<file path="config.mk">
export PLATFORM = sky130hd
export DESIGN_NAME = game_level_controller
export DESIGN_NICKNAME = d
export VERILOG_FILES = /design/src/rtl/game_level_controller.sv
export SDC_FILE = /design/constraint.sdc
export NUM_CORES = 1
export LEC_CHECK = 0
export BUFFER_PORTS_ARGS = -buffer_cell sky130_fd_sc_hd__buf_2
export CORE_MARGIN = 1.5
export CORE_UTILIZATION = 47
export DETAILED_ROUTE_END_ITERATION = 8
export PLACE_DENSITY = 0.68
export SLEW_MARGIN = 20
export SYNTH_ARGS = -nofsm -noshare
export SYNTH_HDL_FRONTEND = slang
export SYNTH_SLANG_ARGS = --single-unit
</file>
<file path="constraint.sdc">
create_clock -name clk -period 3.4 [get_ports clk]
set_clock_uncertainty 0.2 [all_clocks]
set_input_delay 0.17 -clock clk [delete_from_list [all_inputs] [get_ports clk]]
set_output_delay 0.17 -clock clk [all_outputs]
set_load 0.05 [all_outputs]
</file>
<file path="src/rtl/game_level_controller.sv">
// game_level_controller
//   Top-level game sequencer: title -> level start -> playing -> result ->
//   (next level | game over | game won) -> title. Owns the per-level
//   countdown, per-level goal generation, the start_level launch pulse for
//   level_fsm, the saturating running total and the video screen select.
//
// Ports
//   clk              system clock
//   resetN           asynchronous active-low reset
//   startOfFrame     one-clk pulse per video frame (timer tick source)
//   is_enter_pressed enter key level, synchronous to clk
//   level_ended      level_fsm is in its end state
//   level_score      current level score from level_fsm
//   start_level      one-clk pulse launching level_fsm
//   timer_ended      level time expired
//   goal             score required to pass the current level
//   level_num        current level index, 0-based
//   time_left        seconds remaining in the level
//   total_score      saturating sum of passed-level scores
//   screen_sel       0 title, 1 playing, 2 game over, 3 game won
module game_level_controller #(
  parameter int unsigned FRAMES_PER_SEC = 30,
  parameter int unsigned LEVEL_TIME_SEC = 60,
  parameter int unsigned NUM_LEVELS     = 4,
  parameter int unsigned GOAL_BASE      = 20,
  parameter int unsigned GOAL_STEP      = 15
) (
  input  logic        clk,
  input  logic        resetN,
  input  logic        startOfFrame,
  input  logic        is_enter_pressed,
  input  logic        level_ended,
  input  logic [9:0]  level_score,
  output logic        start_level,
  output logic        timer_ended,
  output logic [9:0]  goal,
  output logic [2:0]  level_num,
  output logic [6:0]  time_left,
  output logic [12:0] total_score,
  output logic [1:0]  screen_sel
);

  localparam int unsigned SCORE_W  = 10;
  localparam int unsigned GOAL_W   = 10;
  localparam int unsigned LEVEL_W  = 3;
  localparam int unsigned TIME_W   = 7;
  localparam int unsigned TOTAL_W  = 13;
  localparam int unsigned SUM_W    = TOTAL_W + 1;
  localparam int unsigned SCREEN_W = 2;
  localparam int unsigned FRAME_W  = (FRAMES_PER_SEC > 1) ? $clog2(FRAMES_PER_SEC) : 1;

  localparam int unsigned GOAL_MAX  = 1023;
  localparam int unsigned TOTAL_MAX = 8191;

  localparam logic [FRAME_W-1:0] FRAME_LAST = FRAME_W'(FRAMES_PER_SEC - 1);
  localparam logic [LEVEL_W-1:0] LEVEL_LAST = LEVEL_W'(NUM_LEVELS - 1);
  localparam logic [TIME_W-1:0]  TIME_INIT  = TIME_W'(LEVEL_TIME_SEC);

  localparam logic [SCREEN_W-1:0] SCR_TITLE = 2'd0;
  localparam logic [SCREEN_W-1:0] SCR_PLAY  = 2'd1;
  localparam logic [SCREEN_W-1:0] SCR_OVER  = 2'd2;
  localparam logic [SCREEN_W-1:0] SCR_WON   = 2'd3;

  typedef enum logic [2:0] {
    TITLE_ST,
    LEVEL_START_ST,
    PLAYING_ST,
    RESULT_ST,
    GAME_OVER_ST,
    GAME_WON_ST
  } state_t;

  state_t               state_q,       state_d;
  logic                 enter_prev_q,  enter_prev_d;
  logic [FRAME_W-1:0]   frame_cnt_q,   frame_cnt_d;
  logic [TIME_W-1:0]    time_left_q,   time_left_d;
  logic                 timer_ended_q, timer_ended_d;
  logic [GOAL_W-1:0]    goal_q,        goal_d;
  logic [LEVEL_W-1:0]   level_num_q,   level_num_d;
  logic [TOTAL_W-1:0]   total_score_q, total_score_d;
  logic [SCORE_W-1:0]   score_lat_q,   score_lat_d;
  logic                 start_level_q, start_level_d;
  logic [SCREEN_W-1:0]  screen_sel_q,  screen_sel_d;

  logic                 enter_edge_c;
  logic [31:0]          goal_raw_c;
  logic [GOAL_W-1:0]    goal_sat_c;
  logic [SUM_W-1:0]     total_sum_c;
  logic [TOTAL_W-1:0]   total_sat_c;

  // Only a fresh press advances the flow; a held key is seen once.
  assign enter_edge_c = is_enter_pressed && !enter_prev_q;

  // Goal of the level about to start, clamped to the 10-bit goal range.
  always_comb begin
    goal_raw_c = GOAL_BASE + (32'(level_num_q) * GOAL_STEP);
    goal_sat_c = (goal_raw_c > GOAL_MAX) ? GOAL_W'(GOAL_MAX) : goal_raw_c[GOAL_W-1:0];
  end

  // Running total plus the latched level score, saturating at 13 bits.
  always_comb begin
    total_sum_c = SUM_W'(total_score_q) + SUM_W'(score_lat_q);
    total_sat_c = (total_sum_c > SUM_W'(TOTAL_MAX)) ? TOTAL_W'(TOTAL_MAX)
                                                     : total_sum_c[TOTAL_W-1:0];
  end

  // Next-state and next-output logic.
  always_comb begin
    state_d       = state_q;
    enter_prev_d  = is_enter_pressed;
    frame_cnt_d   = frame_cnt_q;
    time_left_d   = time_left_q;
    timer_ended_d = timer_ended_q;
    goal_d        = goal_q;
    level_num_d   = level_num_q;
    total_score_d = total_score_q;
    score_lat_d   = score_lat_q;
    start_level_d = 1'b0;

    case (state_q)
      TITLE_ST: begin
        if (enter_edge_c) begin
          level_num_d   = '0;
          total_score_d = '0;
          state_d       = LEVEL_START_ST;
        end
      end

      LEVEL_START_ST: begin
        goal_d        = goal_sat_c;
        time_left_d   = TIME_INIT;
        frame_cnt_d   = '0;
        timer_ended_d = 1'b0;
        start_level_d = 1'b1;
        state_d       = PLAYING_ST;
      end

      PLAYING_ST: begin
        // Countdown stops at zero; frames after expiry are ignored.
        if (startOfFrame && (time_left_q != '0)) begin
          if (frame_cnt_q == FRAME_LAST) begin
            frame_cnt_d = '0;
            time_left_d = time_left_q - TIME_W'(1);
          end else begin
            frame_cnt_d = frame_cnt_q + FRAME_W'(1);
          end
        end
        // Expiry flag lags the final decrement by one clk.
        if (time_left_q == '0) begin
          timer_ended_d = 1'b1;
        end
        // level_fsm's end state only counts once expiry is registered.
        if (timer_ended_q && level_ended) begin
          score_lat_d = level_score;
          state_d     = RESULT_ST;
        end
      end

      RESULT_ST: begin
        if (score_lat_q < goal_q) begin
          timer_ended_d = 1'b0;
          state_d       = GAME_OVER_ST;
        end else if (enter_edge_c) begin
          timer_ended_d = 1'b0;
          total_score_d = total_sat_c;
          if (level_num_q == LEVEL_LAST) begin
            state_d = GAME_WON_ST;
          end else begin
            level_num_d = level_num_q + LEVEL_W'(1);
            state_d     = LEVEL_START_ST;
          end
        end
      end

      GAME_OVER_ST, GAME_WON_ST: begin
        timer_ended_d = 1'b0;
        if (enter_edge_c) begin
          state_d = TITLE_ST;
        end
      end

      default: begin
        state_d = TITLE_ST;
      end
    endcase

    // Screen follows the state being entered so it is registered in step.
    case (state_d)
      TITLE_ST:     screen_sel_d = SCR_TITLE;
      GAME_OVER_ST: screen_sel_d = SCR_OVER;
      GAME_WON_ST:  screen_sel_d = SCR_WON;
      default:      screen_sel_d = SCR_PLAY;
    endcase
  end

  // State and output registers.
  always_ff @(posedge clk or negedge resetN) begin
    if (!resetN) begin
      state_q       <= TITLE_ST;
      enter_prev_q  <= 1'b0;
      frame_cnt_q   <= '0;
      time_left_q   <= '0;
      timer_ended_q <= 1'b0;
      goal_q        <= '0;
      level_num_q   <= '0;
      total_score_q <= '0;
      score_lat_q   <= '0;
      start_level_q <= 1'b0;
      screen_sel_q  <= SCR_TITLE;
    end else begin
      state_q       <= state_d;
      enter_prev_q  <= enter_prev_d;
      frame_cnt_q   <= frame_cnt_d;
      time_left_q   <= time_left_d;
      timer_ended_q <= timer_ended_d;
      goal_q        <= goal_d;
      level_num_q   <= level_num_d;
      total_score_q <= total_score_d;
      score_lat_q   <= score_lat_d;
      start_level_q <= start_level_d;
      screen_sel_q  <= screen_sel_d;
    end
  end

  assign start_level = start_level_q;
  assign timer_ended = timer_ended_q;
  assign goal        = goal_q;
  assign level_num   = level_num_q;
  assign time_left   = time_left_q;
  assign total_score = total_score_q;
  assign screen_sel  = screen_sel_q;

endmodule

</file>
==> results.sh, run 1 <==
export IMPL_io_pins=52
export IMPL_grt_start_max_net_pins=35
export IMPL_syn_inst=347
export IMPL_dieWidth_um=87.5
export IMPL_rows=30
export IMPL_tritoncts="yes"
export IMPL_finalCritPeriodShare_pct=81.3
export IMPL_gp_congestion=0.952
export IMPL_drcViolationCount=0
export IMPL_synth_cell_type_count=55
export IMPL_async_flop_share_pct=100
export IMPL_routedWlPerCell_um=14.8
export IMPL_grt_pass1_vias=2553
export IMPL_coreArea_um2=6870
export IMPL_die_area_um2=7660
export IMPL_fin_nets=456
export IMPL_root_buffer="clkbuf_8"
export IMPL_fmax_mhz=362
export IMPL_synth_top_cell_by_area="dfrtp_1"
export IMPL_synth_top_area_share_pct=40.2
export IMPL_setup_viol=0
export IMPL_hpwlAfterDp_um=5470
export IMPL_crit_fanout=3
export IMPL_vias=2754
export IMPL_cp_start_kind="flop"
export IMPL_grt_usage_pct=20.9
export IMPL_synth_top_flop_cell="dfrtp_1"
export IMPL_timing_hold_violations_final=0
export IMPL_insertedDiodeCount=0
export IMPL_syn_area_um2=3360
export IMPL_use_met1_pct=28.4
export IMPL_p_leak_nw=1.84
export IMPL_dr_pass1_iters=4
export IMPL_critPathArrivalTime_ns=2.75
export IMPL_synth_common_cells="dfrtp_1 (54), o21ai_0 (39), ha_1 (31), nand2_1 (30), nor2_1 (24)"
export IMPL_initial_core_util_pct=48.9
export IMPL_gr_total_overflow=0
export IMPL_cp_slowest_cell="a221oi_1"
export IMPL_ys_top_cells_by_area="dfrtp_1 (40%), ha_1 (12%), o21ai_0 (5.8%)"
export IMPL_rsz0062_at_grt="no"
export IMPL_maxCapViolations=0
export IMPL_end_kind="flop"
export IMPL_numCtsBuffers=5
export IMPL_slew_headroom_pct=46.2
export IMPL_post_place_ws_ns=0.724
export IMPL_hold_slack_ns=0.0720
export IMPL_drt_total_wl_um=7450
export IMPL_route_antenna_remaining_nets=0
export IMPL_h_tree_depth=2
export IMPL_syn_avg_cell_area_um2=9.68
export IMPL_hold_start="startOfFrame"
export IMPL_setup_ws_ns=0.637
export IMPL_clkLatencyLatePin_ns=0.31
export IMPL_startpoint="total_score[0]"
export IMPL_period_needed_ns=2.76
export IMPL_final_setup_tns_ns=0
export IMPL_vias_per_cell=5.46
export IMPL_outcome="finished, final reports clean"
export IMPL_drive_gt1_share_pct=19.6
export IMPL_io_buffers=49
export IMPL_drv_slew=0
export IMPL_final_util_pct=56.9
export IMPL_syn2layout_area_growth_pct=16.4
export IMPL_use_met2_pct=33.8
export IMPL_crit_chain="ha_1 > fa_1 > a211oi_1 > o21ai_0 > a221oi_1 > nor2_1 > a31oi_1 > a31oi_1"
export IMPL_busiest_layer="met2"
export IMPL_hold_path_class="in -> reg"
export IMPL_antenna_found_initial=0
export IMPL_yosysWarningCount=0
export IMPL_tightest_slew_ns=0.807
export IMPL_synth_edff_count=0
export IMPL_gr_usage_met3_pct=3.39
export IMPL_ys_seq_elements=54
export IMPL_drt_iter0_drc=122
export IMPL_yosysMostFrequentCell="dfrtp_1"
export IMPL_worstReg2RegStart="total_score[0]"
export IMPL_path_class="reg -> reg"
export IMPL_required_ns=3.39
export IMPL_ir_worst_vdd_mv=0.410
export IMPL_clk_path_buf_depth=2
export IMPL_grt_first_pass_wirelength_um=12400
export IMPL_clkTransAtPathRegs_ns=0.10
export IMPL_power_density_nw_per_um2=933
export IMPL_cp_common_cell="a31oi_1"
export IMPL_chipHeight_um=87.5
export IMPL_cts_sinks=54
export IMPL_crit_path_max_incr_delay_ns=0.46
export IMPL_seq_area_frac_synth_pct=40.2
## what timing repair did
action                    CTS  global route
buffers inserted            0             0
hold endpoints to repair   44             0
resized for setup           0             0
hold buffers               12             0
## metrics by stage
step           instance area (um^2)  std cells  power (mW)
2_1_floorplan                  3360        348        2.80
3_3_place_gp                   3690        484        3.22
3_5_place_dp                   3690        484        3.26
4_1_cts                        3910        504        3.67
5_1_grt                        3910        504        3.95
6_report                       3910        504        3.64
## final timing paths
| check | slack (ns) | endpoint | cells past startpoint |
|---|---|---|---|
| min in group asynchronous | 0.28 | total_score[1] | 2 |
| setup / recovery | 0.64 | total_score[12] | 8 |
| setup reg to reg | 0.64 | total_score[12] | 8 |
| hold / removal | 0.07 | time_left[1] | 4 |
| max in group asynchronous | 1.95 | goal[5] | 3 |
| hold reg to reg | 0.33 | total_score[5] | 1 |
## critical path, delay by kind of cell (launching register included)
kind	cells	cell delay [ns]
fa+ha+maj	2	0.71
flops	1	0.43
simple gates	1	0.08
compound gates	5	1.21
## cells in the final DEF, fill, tap and decap left out, drive strengths merged, types with 7 or more instances in the layout
master	synthesis	layout
dfrtp	54	54
mux2	11	11
o21ai	42	42
nor3	8	8
xnor2	7	7
nor2	26	26
a21oi	17	17
buf	5	52
nand2	30	30
ha	31	31
nand3	8	8
xor2	7	7
inv	21	21
dlygate4sd3	0	12
## cells by family (layout without fill, tap and decap cells)
logic type | count (synthesis) | in the layout | synth area share, %
simple gates | 98 | 98 | 14.3
flops | 54 | 54 | 40.2
other cells | 1 | 2 | 0.112
xor+xnor | 14 | 14 | 3.65
fa+ha+maj | 34 | 34 | 13.3
compound gates | 102 | 102 | 20.6
buf+inv | 33 | 93 | 4.06
mux | 11 | 11 | 3.69
## state kept, by name, summed over array words and instances, names as in the netlist
register and flops:
level_num 3, start_level 1, goal 8, score_lat_q 10
total_score 13, time_left 7, timer_ended 1, screen_sel 2
enter_prev_q 1, state_q 3, frame_cnt_q 5
## report_power, final
group | total (mW) | internal (mW) | switching [mW]
Combinational | 2.14 | 0.735 | 1.40
Sequential | 1.12 | 0.872 | 0.248
Clock | 0.386 | 0.164 | 0.221
## per-layer routing
metal | wire length (um) | share of wire, %
met4 | 143 | 1.9
met3 | 277 | 3.7
met1 | 3520 | 47
met5 | 0 | 0
met2 | 3510 | 47
## cell type report
| cell class | instances | area [um^2] |
|---|---|---|
| Clock buffer | 6 | 82.6 |
| Clock inverter | 2 | 12.5 |
| Fill cell | 607 | 2960 |
| Inverter | 21 | 78.8 |
| Multi-Input combinational cell | 261 | 1870 |
| Sequential cell | 54 | 1350 |
| Tap cell | 96 | 120 |
| Timing Repair Buffer | 64 | 388 |
No activity file was read; power rests on OpenSTA's default activity.
==> run 2: changes to the inputs <==
Clock period 3.4 ns to 2.63 ns, I/O delays scaled along.
==> results.sh, run 2 (synthesis results as in run 1) <==
export IMPL_drcViolationCount=0
export IMPL_numCtsBuffers=5
export IMPL_gp_congestion=0.848
export IMPL_regArea_um2=1360
export IMPL_cp_common_cell="fa_1"
export IMPL_hold_path_class="in -> reg"
export IMPL_grt_usage_pct=20.8
export IMPL_clkTransAtPathRegs_ns=0.11
export IMPL_io_pins=52
export IMPL_critPathArrivalTime_ns=2.53
export IMPL_busiest_layer="met2"
export IMPL_clkPwrFrac_pct=10.2
export IMPL_ir_worst_vdd_mv=0.627
export IMPL_fillers=627
export IMPL_grt_first_pass_wirelength_um=12300
export IMPL_pwr_share_comb_pct=60.3
export IMPL_coreArea_um2=6870
export IMPL_cp_slowest_cell="fa_1"
export IMPL_maxCapViolations=0
export IMPL_path_class="reg -> reg"
export IMPL_use_met2_pct=35.8
export IMPL_swShare_pct=51.2
export IMPL_die_area_um2=7660
export IMPL_hpwlAfterDp_um=5640
export IMPL_crit_chain="fa_1 > fa_1 > ha_1 > a21o_1 > a21oi_1 > xor2_1 > o21ai_0"
export IMPL_power_density_nw_per_um2=1200
export IMPL_dr_pass1_iters=4
export IMPL_rsz0062_at_grt="no"
export IMPL_setup_viol=0
export IMPL_grt_pass1_vias=2657
export IMPL_grt_start_max_net_pins=31
export IMPL_h_tree_depth=2
export IMPL_initial_core_util_pct=48.9
export IMPL_finalCritPeriodShare_pct=95.6
export IMPL_vias=2796
export IMPL_fin_nets=468
export IMPL_clkLatencyLatePin_ns=0.32
export IMPL_crit_path_max_incr_delay_ns=0.47
export IMPL_tritoncts="yes"
export IMPL_fmax_mhz=398
export IMPL_drt_total_wl_um=7590
export IMPL_required_ns=2.65
export IMPL_intPower_mw=2.36
export IMPL_p_leak_nw=1.89
export IMPL_largest_register_ffs=13
export IMPL_hold_slack_ns=0.0471
export IMPL_gr_total_overflow=0
export IMPL_dieWidth_um=87.5
export IMPL_layout_common_cells="buf_2 (49), dfrtp_1 (45), o21ai_0 (38)"
export IMPL_rows=30
export IMPL_final_common_cell="buf_2"
export IMPL_ff2ff_path_depth=7
export IMPL_antenna_found_initial=0
export IMPL_timing_hold_violations_final=0
export IMPL_insertedDiodeCount=0
export IMPL_cp_start_kind="flop"
export IMPL_routedWlPerCell_um=14.7
export IMPL_root_buffer="clkbuf_8"
export IMPL_regToRegEndpoint="goal[6]"
export IMPL_worstReg2RegStart="level_num[0]"
export IMPL_post_place_ws_ns=0.0505
export IMPL_outcome="finished, final reports clean"
export IMPL_crit_fanout=2
export IMPL_syn2layout_area_growth_pct=20.2
export IMPL_worstSetupEndpoint="goal[6]"
export IMPL_cts_sinks=54
export IMPL_io_buffers=49
export IMPL_chipHeight_um=87.5
export IMPL_period_needed_ns=2.51
export IMPL_route_antenna_remaining_nets=0
export IMPL_clk_path_buf_depth=2
export IMPL_end_kind="flop"
export IMPL_setup_ws_ns=0.116
export IMPL_gr_usage_met3_pct=3.30
export IMPL_drv_slew=0
export IMPL_final_setup_tns_ns=0
export IMPL_startpoint="level_num[0]"
export IMPL_power_frac_seq_pct=29.6
export IMPL_drive_gt1_share_pct=25.7
export IMPL_netSwitchingPower_mw=2.48
export IMPL_use_met1_pct=27.0
export IMPL_drt_iter0_drc=125
export IMPL_multiInputGateArea_um2=1900
export IMPL_vias_per_cell=5.42
export IMPL_post_cts_buffers=0
export IMPL_power_mw=4.84
export IMPL_rrSetupSlack_ns=0.12
==> run 2: changes by cell type in the layout (fill, tap and decap cells not counted), moves of 2 or more <==
cell,change
dfrtp_2,+9
dfrtp_1,-9
clkinv_4,+3
ha_2,+2
ha_1,-2
buf_4,+12
==> run 2: worst min-delay path by stage <==
stage	startpoint	cells past startpoint	slack, ns	to
detailed placement	resetN	2	-0.05	frame_cnt_q[0]
finish	startOfFrame	4	0.05	time_left[1]
global placement	resetN	2	-0.04	frame_cnt_q[1]
CTS	startOfFrame	4	0.04	time_left[1]
global route	startOfFrame	4	0.05	time_left[1]
floorplan	resetN	0	-0.36	enter_prev_q
==> run 2: per-stage QoR <==
step / util, % / instances / instance area (um^2)
floorplan: - / 348 / 3380
global placement: 55.3 / 496 / 3800
detailed placement: 55.3 / 496 / 3800
CTS: 58.5 / 516 / 4020
global route: 58.8 / 516 / 4040
finish: 58.8 / 516 / 4040
==> run 2: power groups by stage <==
stage               sequential, mW  clock (mW)  combinational, mW
floorplan                     2.01           0               1.62
global placement              1.44           0               2.82
detailed placement            1.45           0               2.87
CTS                           1.43       0.512               2.90
global route                  1.48       0.536               3.24
finish                        1.43       0.491               2.92
==> run 2: critical path, delay by kind of cell (launching register included) <==
family / cells / cell delay, ns
xor+xnor: 1 / 0.15
fa+ha+maj: 3 / 1.25
compound gates: 3 / 0.40
flops: 1 / 0.42
==> run 2: layer usage <==
| metal | share of wire (%) | vias to the layer above |
|---|---|---|
| met4 | 1.1 | 0 |
| met1 | 47 | 1332 |
| met3 | 3.7 | 9 |
| met5 | 0 | - |
| met2 | 49 | 56 |
| li1 | - | 1399 |
==> run 2: layout make-up <==
| cell class | count | share of cell area, % |
|---|---|---|
| multi-input cells | 261 | 47.1 |
| flip-flops and latches | 54 | 33.7 |
| repair buffers | 76 | 11.8 |
| well taps | 96 | 2.97 |
| inverters | 21 | 1.95 |
| clock buffers | 5 | 1.70 |
| clock inverters | 3 | 0.651 |
==> run 2: timing repair <==
action,CTS,global route
resized for setup,0,8
endpoints found under the setup margin,0,14
hold buffers,12,0
hold endpoints to repair,65,0
